===== config.mk =====
export PLATFORM = sky130hd
export DESIGN_NAME = dataval_forwarder
export DESIGN_NICKNAME = d
export VERILOG_FILES = /design/src/rtl/dataval_forwarder.sv
export SDC_FILE = /design/constraint.sdc
export NUM_CORES = 1
export LEC_CHECK = 0
export CAP_MARGIN = 20
export CORE_MARGIN = 10
export CORE_UTILIZATION = 25
export CTS_BUF_LIST = sky130_fd_sc_hd__clkbuf_8
export DETAILED_ROUTE_END_ITERATION = 10
export GPL_TIMING_DRIVEN = 0
export PLACE_DENSITY_LB_ADDON = 0.25
export SYNTH_ARGS = -nofsm -noshare
export SYNTH_HDL_FRONTEND = slang
export SYNTH_SLANG_ARGS = --single-unit

===== constraint.sdc =====
create_clock -name clk -period 3.63 [get_ports clk]
set_input_delay 0.363 -clock clk [delete_from_list [all_inputs] [get_ports clk]]
set_output_delay 0.363 -clock clk [all_outputs]
set_load 0.005 [all_outputs]

===== src/rtl/dataval_forwarder.sv =====
// dataval_forwarder: reads one packet from packet memory and streams it as data/valid/ready/last flits
module dataval_forwarder #(
    parameter int DATA_WIDTH = 32,
    parameter int ADDR_WIDTH = 10
) (
    input  logic                  clk,
    input  logic                  rst_n,
    input  logic                  pkt_ready,
    input  logic [ADDR_WIDTH-1:0] pkt_len,
    output logic [ADDR_WIDTH-1:0] rd_addr,
    output logic                  rd_en,
    input  logic [DATA_WIDTH-1:0] rd_data,
    output logic [DATA_WIDTH-1:0] out_data,
    output logic                  out_valid,
    input  logic                  out_ready,
    output logic                  out_last,
    output logic                  done
);
    typedef enum logic [1:0] {IDLE, READ, WAIT} state_t;
    state_t state, state_nxt;
    logic [ADDR_WIDTH-1:0] len, iss, pop;
    logic [DATA_WIDTH-1:0] fifo [2];
    logic [1:0] count;
    logic [2:0] committed;
    logic wr_ptr, rd_ptr, inflight, pop_now;
    // entries the FIFO will hold next edge if nothing new is issued now; issuing is safe below 2
    assign committed = {1'b0, count} + {2'b0, inflight} - {2'b0, pop_now};
    assign out_valid = count != 2'd0;
    assign pop_now = out_valid && out_ready;
    assign out_data = out_valid ? fifo[rd_ptr] : '0;
    assign out_last = out_valid && (pop == len - ADDR_WIDTH'(1));
    assign rd_en = (state == READ) && (iss < len) && (committed < 3'd2);
    assign rd_addr = iss;
    assign done = (state == READ) && ((len == '0) || (pop_now && out_last));
    // state register
    always_ff @(posedge clk or negedge rst_n) begin
        if (!rst_n) state <= IDLE;
        else state <= state_nxt;
    end
    // next state: start on pkt_ready, finish on done, then hold off one cycle in WAIT
    always_comb begin
        state_nxt = state;
        case (state)
            IDLE:    state_nxt = pkt_ready ? READ : IDLE;
            READ:    state_nxt = done ? WAIT : READ;
            default: state_nxt = IDLE;
        endcase
    end
    // packet length capture plus issue and pop counters; addresses restart at 0 each packet
    always_ff @(posedge clk or negedge rst_n) begin
        if (!rst_n) begin
            len <= '0;
            iss <= '0;
            pop <= '0;
            inflight <= 1'b0;
        end else begin
            inflight <= rd_en;
            if (state == IDLE && pkt_ready) begin
                len <= pkt_len;
                iss <= '0;
                pop <= '0;
            end else begin
                if (rd_en) iss <= iss + ADDR_WIDTH'(1);
                if (pop_now) pop <= pop + ADDR_WIDTH'(1);
            end
        end
    end
    // two-entry output FIFO: read data lands one cycle after issue, head leaves on each beat
    always_ff @(posedge clk or negedge rst_n) begin
        if (!rst_n) begin
            fifo[0] <= '0;
            fifo[1] <= '0;
            wr_ptr <= 1'b0;
            rd_ptr <= 1'b0;
            count <= 2'd0;
        end else begin
            if (inflight) begin
                fifo[wr_ptr] <= rd_data;
                wr_ptr <= ~wr_ptr;
            end
            if (pop_now) rd_ptr <= ~rd_ptr;
            count <= count + {1'b0, inflight} - {1'b0, pop_now};
        end
    end
endmodule


---- After elaboration in Yosys (flattened, before gate mapping) ----
Cells that the tools add are included.
word-level totals
  memory bits (read-only) ................. 0
  input port bits ......................... 46
  bits in registers ....................... 101
  bits in writable memories ............... 0
  bits in latches ......................... 0
  memories kept ........................... 0
operators by class
  $lt $le $gt $ge ......................... 5
  $mul .................................... 0
  shift-type cells ........................ 0
  $add $sub $neg .......................... 7
  bitwise operators ....................... 4
  eq/ne operators ......................... 2
  divide/modulo/power cells ............... 0
  reductions and logical operators ........ 14
  multiplexer cells ....................... 14
operators by type and width
  operator               number
  $mux 32                5
  $bwmux 64              1
  $mux 10                4
  $demux 32 s1           1
  $add 10x1->10 const B  2
  $eq 10x10->1           1
  $logic_not 10->1       1
  $lt 10x10->1           1
  $sub 10x1->10 const B  1
  $logic_and 1x1->1      8
  $reduce_bool 2->1      3
  $ge 2x2->1 const B     2
  $not 1->2              2
  $pmux 2 s2             1
  $add 2x1->3            1
  $lt 3x2->1 const B     1
  $sub 3x1->3            1
  $add 2x1->2            1
  $eq 2x1->1 const B     1
  $logic_not 2->1        1
  $lt 2x1->1 const B     1
  $mux 2                 1
  $not 1->1              2
  $sub 2x1->2            1
  2 further kinds        2

---- Logic depth before layout (Yosys ltp) ----
Gate-level depths: netlist of run 1.
  depth after elaboration ................. 8
  depth in mapped cells ................... 15
  mapped depth without buffers ............ 13

---- Least setup slack after synthesis of run 1 ----
Ideal clock, no wire load.
  path kind ............................... reg2reg
  start point ............................. reg count[1]
  end point ............................... reg iss[2], in the netlist rd_addr[2]
  required time ........................... 3.510 ns
  setup time .............................. 0.120 ns
  setup slack ............................. 0.175 ns
  stages on the path, launching flop included .. 16
  arrival time ............................ 3.334 ns
  cells stage by stage .................... dfrtp_1 > nor2_1 > inv_1 > and2_1 > clkbuf_1 > ha_1 > inv_1 > ha_1 > inv_1 > fa_1 > inv_1 > or4_1 > a21oi_1 > buf_2 > a21oi_1 > a31o_2
between the ends
  word-level cells in the longest chain between the ends .. 6
  elaborated cells on any way between the ends .. 7
ends and longest elaborated chain
  what                         RTL line  text
  start, declared              23        logic [1:0] count;
  start signal, assigned       82        count <= count + {1'b0, inflight} - {1'b0, pop_now};
  $reduce_bool 2->1            28        assign out_valid = count != 2'd0;
  named net out_valid          14        output logic out_valid,
  $logic_and 1x1->1            29        assign pop_now = out_valid && out_ready;
  named net pop_now            25        logic wr_ptr, rd_ptr, inflight, pop_now;
  $sub 3x1->3                  27        assign committed = {1'b0, count} + {2'b0, inflight} - {2'b0, pop_now};
  named net committed[1]       24        logic [2:0] committed;
  $lt 3x2->1                   32        assign rd_en = (state == READ) && (iss < len) && (committed < 3'd2);
  $logic_and 1x1->1            32
  named net rd_en              11        output logic rd_en,
  $reduce_bool 2->1 (no line)  --
  end signal, assigned         63        if (rd_en) iss <= iss + ADDR_WIDTH'(1);
  end, declared                21        logic [ADDR_WIDTH-1:0] len, iss, pop;
The timed path passes the listed nets, and every way through them passes these cells.
A chain may end at the register's enable or synchronous reset.

---- Worst setup path in the final report of run 1 ----
  start point ............................. reg count[0]
  end point ............................... out rd_en
between the ends
  word-level cells in the longest chain between the ends .. 5
  elaborated cells on any way between the ends .. 6
ends and longest elaborated chain
  what                                                 RTL line
  branches (longest 2 deep; another with $add 2x1->3)  --
  $sub 3x1->3 (*)                                      27
  named net committed[1]                               24
  $lt 3x2->1 (*)                                       32
  $logic_and 1x1->1 (*)                                32
  end, declared                                        11
Mark *: on every way through the listed nets, which the timed path passes.

==> flow_summary_export.csv, run 1 <==
group,metric,value,unit
place,gp_congestion,0.792,
final_layout,diodes,0,
detailed_routing,dr.pass1.iters,4,
power_and_ir_drop,p_leak,0.00288,uW
final_layout,final_cell_mix,"dfrtp_1 (99), clkdlybuf4s50_1 (89), mux2_2 (64)",
cts,clock-root-buffer,"clkbuf_8",
synth,syn_nets,502,
cts,cts.htree.levels,3,
die,rows,51,
timing,setup_viol,0,
grt,grt_busiest_layer,"met2",
setup_path,required,3.27,ns
grt,overflow,0,
place,dp.cells,797,
detailed_routing,drc,0,
synth,async_reset_ff_frac,1.00,
grt,grt_max_degree,63,
setup_path,r2r_start,"count[0]$_DFF_PN0_",
setup_path,cp_common_cell,"inv_2",
grt,grt_use_met1,0.126,
detailed_routing,antenna_left,0,
grt,grt_util_met3,0.0379,
synth,netlist_area,5020,um2
timing,period_needed,3.47,ns
timing,layout_setup_ws,0.157,ns
die,die_x,162,um
final_layout,drive_gt1_frac,0.203,
status,status,"finished clean",
cts,clkLatencyLatePin,0.38,ns
synth,synth_ff_type,"dfrtp_1",
synth,synth_edf_count,0,
final_layout,final_cells,822,
grt,antenna_found_initial,0,
cts,cts_inserted_buffers,9,
detailed_routing,routed-via-count,3660,
die,core-area,19600,um2
timing,worstMarginPinSlew,0.866,ns
setup_path,timing.rr.end,"rd_addr[9]$_DFFE_PN0P_",
setup_path,crit_type,"flop to output pin",
setup_path,worstPathCellList,"nor2_4, inv_2, and2_4, ha_4, inv_2, ha_2, inv_1, fa_1, inv_2, or4_4, a21oi_4, buf_6, buf_6",
final_layout,final_common_cell,"dfrtp_1",
die,fp.dieH,162,um
setup_path,r2r_cells,14,
grt,grt_pass1_vias,3876,
synth,synth_cell_types,42,
cts,cts_buffer_depth,2,
power_and_ir_drop,finalPower,5420,uW
setup_path,cp-end-kind,"output pin",
hold_path,hold_path.class,"flop to flop",
final_layout,fill_cells,1959,
cts,clk_pin_slew,0.10,ns
setup_path,worst_ep_arrival_time,3.11,ns
power_and_ir_drop,p_per_area,814,nW/um2
timing,hold_viol_final,0,
place,post-place-ws,-0.993,ns
synth,yosysWarnings,0,
setup_path,crit_cells,13,
timing,max_freq,288,MHz
setup_path,cp_max_fo,4,
detailed_routing,via_per_inst,4.45,
setup_path,r2r_slack,0.31,ns
die,start_util,0.256,
timing,rsz0062_at_grt,"false",
die,dieArea,26200,um2
detailed_routing,wl,13200,um
final_layout,nets,614,
die,io_pins,92,
setup_path,path_buf_inv,6,
final_layout,area.growth.synth_to_final,32.6,%
detailed_routing,first_iter_violations,141,
setup_path,cp-start-kind,"flop",
power_and_ir_drop,ir_drop,0.000434,V
detailed_routing,wl_per_cell,16.0,um
grt,grt_usage,0.101,
setup_path,setup.worst_path.end,"rd_en",
place,dp_hpwl,9730,um
timing,finClkSkew,0.0140,ns
cts,cts_tree,"built",
timing,finalCritPeriodShare,0.957,
place,portBuffers,91,
setup_path,startpoint,"count[0]$_DFF_PN0_",
setup_path,critPathSlowestCell,"fa_1",
synth,postSynthAreaPerCell,11.4,um2
cts,clock-sinks,101,
grt,grt_pass1_wl,21200,um
synth,ys_ff_latch,101,
timing,slew_headroom,0.423,
synth,yosysTopAreaCell,"dfrtp_1",
synth,yosysTopAreaCellShare,0.503,
timing,report.final.slew_viol_count,0,
grt,gr-usage-met2,0.165,
synth,synth.yosys.seq_area_share,0.503,
run,maxCapViolations,0,
setup_path,crit_family,"adder cells",
timing,hold_ws,0.494,ns
synth,synth.area.top_cells,"dfrtp_1 (50%), mux2_2 (14%), mux2i_1 (7.4%)",
synth,postSynthCellCount,440,
setup_path,cp_slowest_stage_delay,0.56,ns
## synth_stat cells (2+ instances only)
cell type	count
clkbuf_1	16
ha_1	15
mux2_2	64
and2_1	4
and3_1	7
o41ai_1	2
nor3_1	3
mux2i_1	37
buf_1	3
o21ai_0	15
nand3_1	7
xor2_1	15
a21oi_1	5
nor2_1	55
dfrtp_1	101
a2111oi_1	2
and4_1	2
xnor2_1	12
nand2_1	26
a31o_2	2
inv_1	16
o311ai_0	2
nand2b_1	3
nor2b_1	3
nand4_1	6
## where the power goes
group          internal, uW  switching, uW
sequential             1600            323
clock                   343            408
combinational          1620           1120
## flip-flops by register name, summed over array words and instances (netlist names)
signal    flops
pop          10
rd_addr      10
inflight      1
len          10
rd_ptr        1
fifo         64
count         2
wr_ptr        1
state         2
## worst min path at each step
stage | startpoint | end | slack, ns | cells after the start
finish | inflight$_DFF_PN0_ | wr_ptr$_DFFE_PN0P_ | 0.49 | 1
global route | rst_n | fifo[35]$_DFFE_PN0P_ | 0.53 | 2
CTS | inflight$_DFF_PN0_ | wr_ptr$_DFFE_PN0P_ | 0.50 | 1
detailed placement | rst_n | fifo[3]$_DFFE_PN0P_ | 0.39 | 1
global placement | wr_ptr$_DFFE_PN0P_ | wr_ptr$_DFFE_PN0P_ | 0.48 | 1
floorplan | rst_n | count[0]$_DFF_PN0_ | 0.07 | 0
## repair_timing
item / in CTS / in global routing
endpoints found under the setup margin: 13 / 2
pin swaps: 3 / 4
gates resized for setup: 16 / 14
endpoints found under the hold margin: 39 / 0
hold buffers: 1 / 0
setup buffers: 5 / 5
## cell families after synthesis
group / Yosys count / share of synthesized area
simple gates: 122 / 0.112
mux: 101 / 0.217
buf+inv: 36 / 0.0272
compound gates: 37 / 0.0516
fa+ha+maj: 16 / 0.0414
flops: 101 / 0.503
xor+xnor: 27 / 0.0471
## metrics by stage
stage / area, um2 / setup TNS, ns / util
2_1_floorplan: 5020 / 0 / -
3_3_place_gp: 6260 / -167.40 / 0.320
3_5_place_dp: 6290 / -5.56 / 0.321
4_1_cts: 6570 / 0 / 0.335
5_1_grt: 6660 / 0 / 0.340
6_report: 6660 / 0 / 0.340
## metal layers
layer	routed length [um]	part of all wire	vias up
met2	6210	0.47	80
met1	6140	0.47	1822
met4	81	0.0061	0
li1	-	-	1749
met5	0	0	-
met3	765	0.058	9
## layout make-up
cell class	count	area, um2	area share
inverters	16	60.1	0.00902
plain buffers	18	75.1	0.0113
repair buffers	103	1020	0.153
multi-input cells	303	2440	0.366
clock buffers	10	138	0.0207
well taps	265	332	0.0498
flip-flops and latches	101	2530	0.380
clock inverters	6	67.6	0.0101
## worst reg2reg max path, cell delays in order (launching register included)
cell and delay (ns):
dfrtp_1 0.42, nor2_4 0.14, inv_2 0.05, and2_4 0.15, ha_4 0.21, inv_2 0.04, ha_2 0.14, inv_1 0.05
fa_1 0.56, inv_2 0.04, or4_4 0.55, buf_4 0.17, a2111oi_1 0.44, xnor2_1 0.17, nor2_1 0.05
Note: power is estimated with default switching activity, not from simulation.
==> inputs of run 2 (changes only) <==
--- a/config.mk
+++ b/config.mk
@@ -6,8 +6,8 @@
 export NUM_CORES = 1
 export LEC_CHECK = 0
 export CAP_MARGIN = 20
-export CORE_MARGIN = 10
-export CORE_UTILIZATION = 25
+export CORE_MARGIN = 8
+export CORE_UTILIZATION = 49
 export CTS_BUF_LIST = sky130_fd_sc_hd__clkbuf_8
 export DETAILED_ROUTE_END_ITERATION = 10
 export GPL_TIMING_DRIVEN = 0
==> run 2 against run 1 <==
Against the previous run:
- the flow now finishes with violations (hold timing)
- critical path type unchanged
- sequential power about the same
- routed wire length decreased by 15%
- fmax decreased by 0.40%
- cell count decreased by 16%
- via count decreased by 0.66%
- critical path depth unchanged
==> flow_summary_export.csv, run 2 (synthesis results as in run 1) <==
group,metric,value,unit
cts,clkLatencyLatePin,0.36,ns
grt,grt_pass1_vias,3790,
timing,finClkSkew,0.00892,ns
timing,hold_viol_final,13,
final_layout,final_cell_mix,"dfrtp_1 (100), clkdlybuf4s50_1 (89), mux2_2 (64)",
detailed_routing,via_per_inst,5.27,
setup_path,cp-start-kind,"flop",
setup_path,startpoint,"count[0]$_DFF_PN0_",
cts,cts_inserted_buffers,9,
timing,max_freq,287,MHz
final_layout,fill_cells,827,
timing,worstMarginPinSlew,0.779,ns
grt,grt_pass1_wl,18500,um
timing,report.final.slew_viol_count,0,
power_and_ir_drop,ir_drop,0.000385,V
detailed_routing,drc,0,
power_and_ir_drop,p_per_area,813,nW/um2
hold_path,hold_path.class,"input port to async pin",
place,dp_hpwl,8170,um
detailed_routing,antenna_left,0,
place,dp.cells,668,
final_layout,drive_gt1_frac,0.186,
final_layout,largest_reg_flops,64,
status,violations,"hold timing",
final_layout,nets,611,
grt,overflow,0,
die,core-area,10100,um2
setup_path,cp_slowest_stage_delay,0.57,ns
place,portBuffers,91,
grt,grt_usage,0.171,
timing,slew_headroom,0.480,
timing,finalCritPeriodShare,0.960,
detailed_routing,wl,11300,um
setup_path,crit_type,"flop to output pin",
detailed_routing,first_iter_violations,136,
cts,clock-root-buffer,"clkbuf_8",
die,fp.dieH,117,um
setup_path,r2r_slack,0.22,ns
final_layout,diodes,0,
setup_path,cp-end-kind,"output pin",
timing,period_needed,3.49,ns
timing,hold_ws,-0.0146,ns
detailed_routing,routed-via-count,3636,
setup_path,r2r_cells,14,
cts,cts_buffer_depth,2,
final_layout,top_register,"fifo",
grt,antenna_found_initial,0,
place,post-place-ws,-0.874,ns
timing,setup_viol,0,
final_layout,final_common_cell,"dfrtp_1",
setup_path,cp_max_fo,3,
setup_path,required,3.27,ns
setup_path,worstPathCellList,"nor2_4, inv_2, and2_4, ha_1, inv_1, ha_1, inv_1, fa_1, inv_1, or4_4, a21oi_4, buf_4, clkbuf_2",
cts,cts_hold_buf,0,
cts,cts_tree,"built",
setup_path,critPathSlowestCell,"or4_4",
grt,grt_max_degree,58,
die,die_x,117,um
place,gp_congestion,0.837,
setup_path,cp_common_cell,"inv_1",
setup_path,r2r_start,"count[0]$_DFF_PN0_",
cts,clk_pin_slew,0.10,ns
die,io_pins,92,
timing,layout_setup_ws,0.143,ns
setup_path,worst_ep_arrival_time,3.12,ns
final_layout,final_cells,690,
run,maxCapViolations,0,
power_and_ir_drop,finalPower,5200,uW
die,dieArea,13700,um2
die,start_util,0.495,
timing,fin_tns_setup,0,ns
cts,cts.htree.levels,3,
final_layout,area.growth.synth_to_final,27.5,%
setup_path,timing.rr.end,"rd_addr[5]$_DFFE_PN0P_",
detailed_routing,wl_per_cell,16.3,um
status,status,"complete, but fails checks",
power_and_ir_drop,p_leak,0.00285,uW
detailed_routing,dr.pass1.iters,4,
die,rows,37,
cts,clock-sinks,101,
-- run 2: cell count changes in the layout (fill, tap and decap cells not counted), moves of 2 or more --
cell,previous run,this run
inv_2,3,1
buf_6,2,0
ha_1,12,14
ha_4,2,0
-- run 2: routing by layer --
metal / track usage / share of wire / up-vias
li1: - / - / 1749
met1: 0.223 / 0.46 / 1801
met2: 0.284 / 0.48 / 74
met3: 0.0236 / 0.044 / 12
met4: 0.0614 / 0.013 / 0
met5: 0 / 0 / -
-- run 2: report_power, final --
part	internal, uW	switching [uW]	total, uW
logic	1550	1050	2600
clock network	266	423	689
registers	1600	315	1920
total	3410	1790	5200
-- run 2: worst max-delay path, delay by kind of cell, from the launching register on --
kind / cells / cell delay [ns]
compound gates: 1 / 0.14
fa+ha+maj: 3 / 0.89
buf+inv: 6 / 0.46
flops: 1 / 0.42
simple gates: 3 / 0.86
-- run 2: cell type report --
cell class                 count  area [um2]  share of cell area
timing repair buffer         100         991               0.155
tap                          136         170              0.0266
buffer                        18        71.3              0.0111
inverter                      16        60.1             0.00938
clock inverter                 7        66.3              0.0104
multi-input combinational    303        2390               0.374
sequential                   101        2530               0.395
clock buffer                   9         124              0.0193
-- run 2: worst max path at each step --
| stage | cells after the start | slack, ns | endpoint |
|---|---|---|---|
| global route | 13 | -0.003 | rd_en |
| CTS | 13 | 0.03 | rd_en |
| finish | 13 | 0.14 | rd_en |
| global placement | 1 | -1.50 | rd_addr[6]$_DFFE_PN0P_ |
| floorplan | 15 | 0.18 | rd_addr[2]$_DFFE_PN0P_ |
| detailed placement | 14 | -0.87 | rd_en |
-- run 2: timing repair --
item / 4_1_cts / 5_1_grt
resized for setup: 10 / 5
buffers inserted: 5 / 3
endpoints found under the hold margin: 0 / 0
setup endpoints to repair: 12 / 2
pin swaps: 3 / 2
-- run 2: through the flow --
step	instance area, um2	util
after CTS	6370	0.629
after detailed placement	6130	0.604
after floorplan	5020	-
after global routing	6400	0.632
final	6400	0.632
after global placement	6100	0.602
==> inputs of run 3 (changes only) <==
--- a/config.mk
+++ b/config.mk
@@ -5,7 +5,6 @@
 export SDC_FILE = /design/constraint.sdc
 export NUM_CORES = 1
 export LEC_CHECK = 0
-export CAP_MARGIN = 20
 export CORE_MARGIN = 8
 export CORE_UTILIZATION = 49
 export CTS_BUF_LIST = sky130_fd_sc_hd__clkbuf_8
@@ -15,3 +14,4 @@
 export SYNTH_ARGS = -nofsm -noshare
 export SYNTH_HDL_FRONTEND = slang
 export SYNTH_SLANG_ARGS = --single-unit
+export TNS_END_PERCENT = 10
==> run 3 against run 2 <==
Against the previous run:
- the flow still finishes with violations (hold timing)
- register-to-register slack about the same
- fmax unchanged
- utilization unchanged
- sequential share of layout area unchanged
- clock power about the same
- critical path depth unchanged
- count of clock-buffer cells in the layout unchanged
- via count unchanged
- largest power group unchanged
==> flow_summary_export.csv, run 3 (synthesis results as in run 1) <==
group,metric,value,unit
place,gp_congestion,0.837,
power_and_ir_drop,p_per_area,813,nW/um2
detailed_routing,wl_per_cell,16.3,um
die,core-area,10100,um2
timing,setup_viol,0,
setup_path,cp-end-kind,"output pin",
cts,cts.htree.levels,3,
timing,period_needed,3.49,ns
grt,grt_use_met1,0.223,
detailed_routing,wl,11300,um
final_layout,multi_input_area,2390,um2
power_and_ir_drop,switchingPower,1790,uW
grt,grt_busiest_layer,"met2",
die,fp.dieH,117,um
power_and_ir_drop,power_frac_comb,0.499,
power_and_ir_drop,switching_share,0.344,
timing,finalCritPeriodShare,0.960,
die,io_pins,92,
setup_path,cp-start-kind,"flop",
final_layout,drive_gt1_frac,0.186,
die,dieArea,13700,um2
grt,grt_usage,0.171,
hold_path,hold_path.class,"input port to async pin",
final_layout,final_cell_mix,"dfrtp_1 (100), clkdlybuf4s50_1 (89), mux2_2 (64)",
final_layout,final_cells,690,
grt,grt_util_met3,0.0236,
final_layout,fill_cells,827,
grt,gr-usage-met2,0.284,
timing,hold_viol_final,13,
die,rows,37,
die,die_x,117,um
cts,clock-sinks,101,
place,dp_hpwl,8170,um
power_and_ir_drop,seqPwrFrac,0.368,
setup_path,cp_max_fo,3,
power_and_ir_drop,p_clk_frac,0.132,
final_layout,largest_reg_flops,64,
cts,cts_buffer_depth,2,
detailed_routing,antenna_left,0,
power_and_ir_drop,p_leak,0.00285,uW
power_and_ir_drop,ir_drop,0.000385,V
cts,cts_tree,"built",
setup_path,crit_type,"flop to output pin",
run,maxCapViolations,0,
final_layout,final_common_cell,"dfrtp_1",
cts,clock-root-buffer,"clkbuf_8",
final_layout,ff_latch_area,2530,um2
final_layout,diodes,0,
power_and_ir_drop,internal_power,3410,uW
timing,fin_tns_setup,0,ns
grt,antenna_found_initial,0,
detailed_routing,routed-via-count,3636,
grt,overflow,0,
timing,finClkSkew,0.00892,ns
place,portBuffers,91,
status,status,"complete, but fails checks",
timing,max_freq,287,MHz
grt,grt_pass1_vias,3790,
timing,slew_headroom,0.480,
grt,grt_max_degree,58,
detailed_routing,first_iter_violations,136,
cts,cts_inserted_buffers,9,
grt,grt_pass1_wl,18500,um
setup_path,required,3.27,ns
final_layout,top_register,"fifo",
status,violations,"hold timing",
detailed_routing,via_per_inst,5.27,
final_layout,area.growth.synth_to_final,27.5,%
cts,clk_pin_slew,0.10,ns
timing,report.final.slew_viol_count,0,
timing,worstMarginPinSlew,0.779,ns
die,start_util,0.495,
setup_path,worst_ep_arrival_time,3.12,ns
detailed_routing,drc,0,
cts,clkLatencyLatePin,0.36,ns
timing,hold_ws,-0.0146,ns
detailed_routing,dr.pass1.iters,4,
place,dp.cells,668,
final_layout,nets,611,
==> run 3: cell type report <==
cell class	count	area share
Buffer	18	0.0111
Sequential cell	101	0.395
Timing Repair Buffer	100	0.155
Tap cell	136	0.0266
Clock buffer	9	0.0193
Clock inverter	7	0.0104
Multi-Input combinational cell	303	0.374
Inverter	16	0.00938
==> run 3: layer usage <==
metal / vias up / wire, um
li1: 1749 / -
met1: 1801 / 5170
met3: 12 / 498
met5: - / 0
met4: 0 / 150
met2: 74 / 5440
==> run 3: critical path: stages, from the launching register on <==
cell and delay (ns):
dfrtp_1 0.42, nor2_4 0.14, inv_2 0.07, and2_4 0.15, ha_1 0.27, inv_1 0.05, ha_1 0.14, inv_1 0.05
fa_1 0.48, inv_1 0.06, or4_4 0.57, a21oi_4 0.14, buf_4 0.13, clkbuf_2 0.10
==> run 3: worst paths after layout <==
| check | startpoint | endpoint | slack, ns | cells after the start |
|---|---|---|---|---|
| worst max-delay path | count[0]$_DFF_PN0_ | rd_en | 0.14 | 13 |
| worst min-delay path | rst_n | fifo[5]$_DFFE_PN0P_ | -0.01 | 1 |
| worst max register to register | count[0]$_DFF_PN0_ | rd_addr[5]$_DFFE_PN0P_ | 0.22 | 14 |
| worst min register to register | inflight$_DFF_PN0_ | wr_ptr$_DFFE_PN0P_ | 0.49 | 1 |
| max in group asynchronous | rst_n | count[1]$_DFF_PN0_ | 2.95 | 2 |
| min in group clk | inflight$_DFF_PN0_ | wr_ptr$_DFFE_PN0P_ | 0.49 | 1 |
==> run 3: through the flow <==
step | worst slack, ns | hold WS, ns | utilization | total power [uW] | instance area [um2]
floorplan | 0.175 | 0.0674 | - | 3270 | 5020
global placement | -1.50 | 0.476 | 0.602 | 4350 | 6100
detailed placement | -0.874 | 0.405 | 0.604 | 4430 | 6130
CTS | 0.0288 | 0.00167 | 0.629 | 5230 | 6370
global route | -0.00257 | 0.0108 | 0.632 | 5590 | 6400
finish | 0.143 | -0.0146 | 0.632 | 5200 | 6400
==> run 3: power groups by stage <==
stage               Combinational (uW)  Sequential, uW  Clock, uW
floorplan                         1420            1850          0
global placement                  2440            1900          0
detailed placement                2490            1930          0
CTS                               2610            1910        710
global route                      2860            1970        755
finish                            2600            1920        689
==> run 3: what timing repair did <==
item | in CTS | in global routing
hold endpoints to repair | 0 | 0
hold buffers | 0 | 0
resized for setup | 10 | 5
buffers inserted | 5 | 3
pin swaps | 3 | 2
cloned | 0 | 0
setup endpoints to repair | 12 | 2
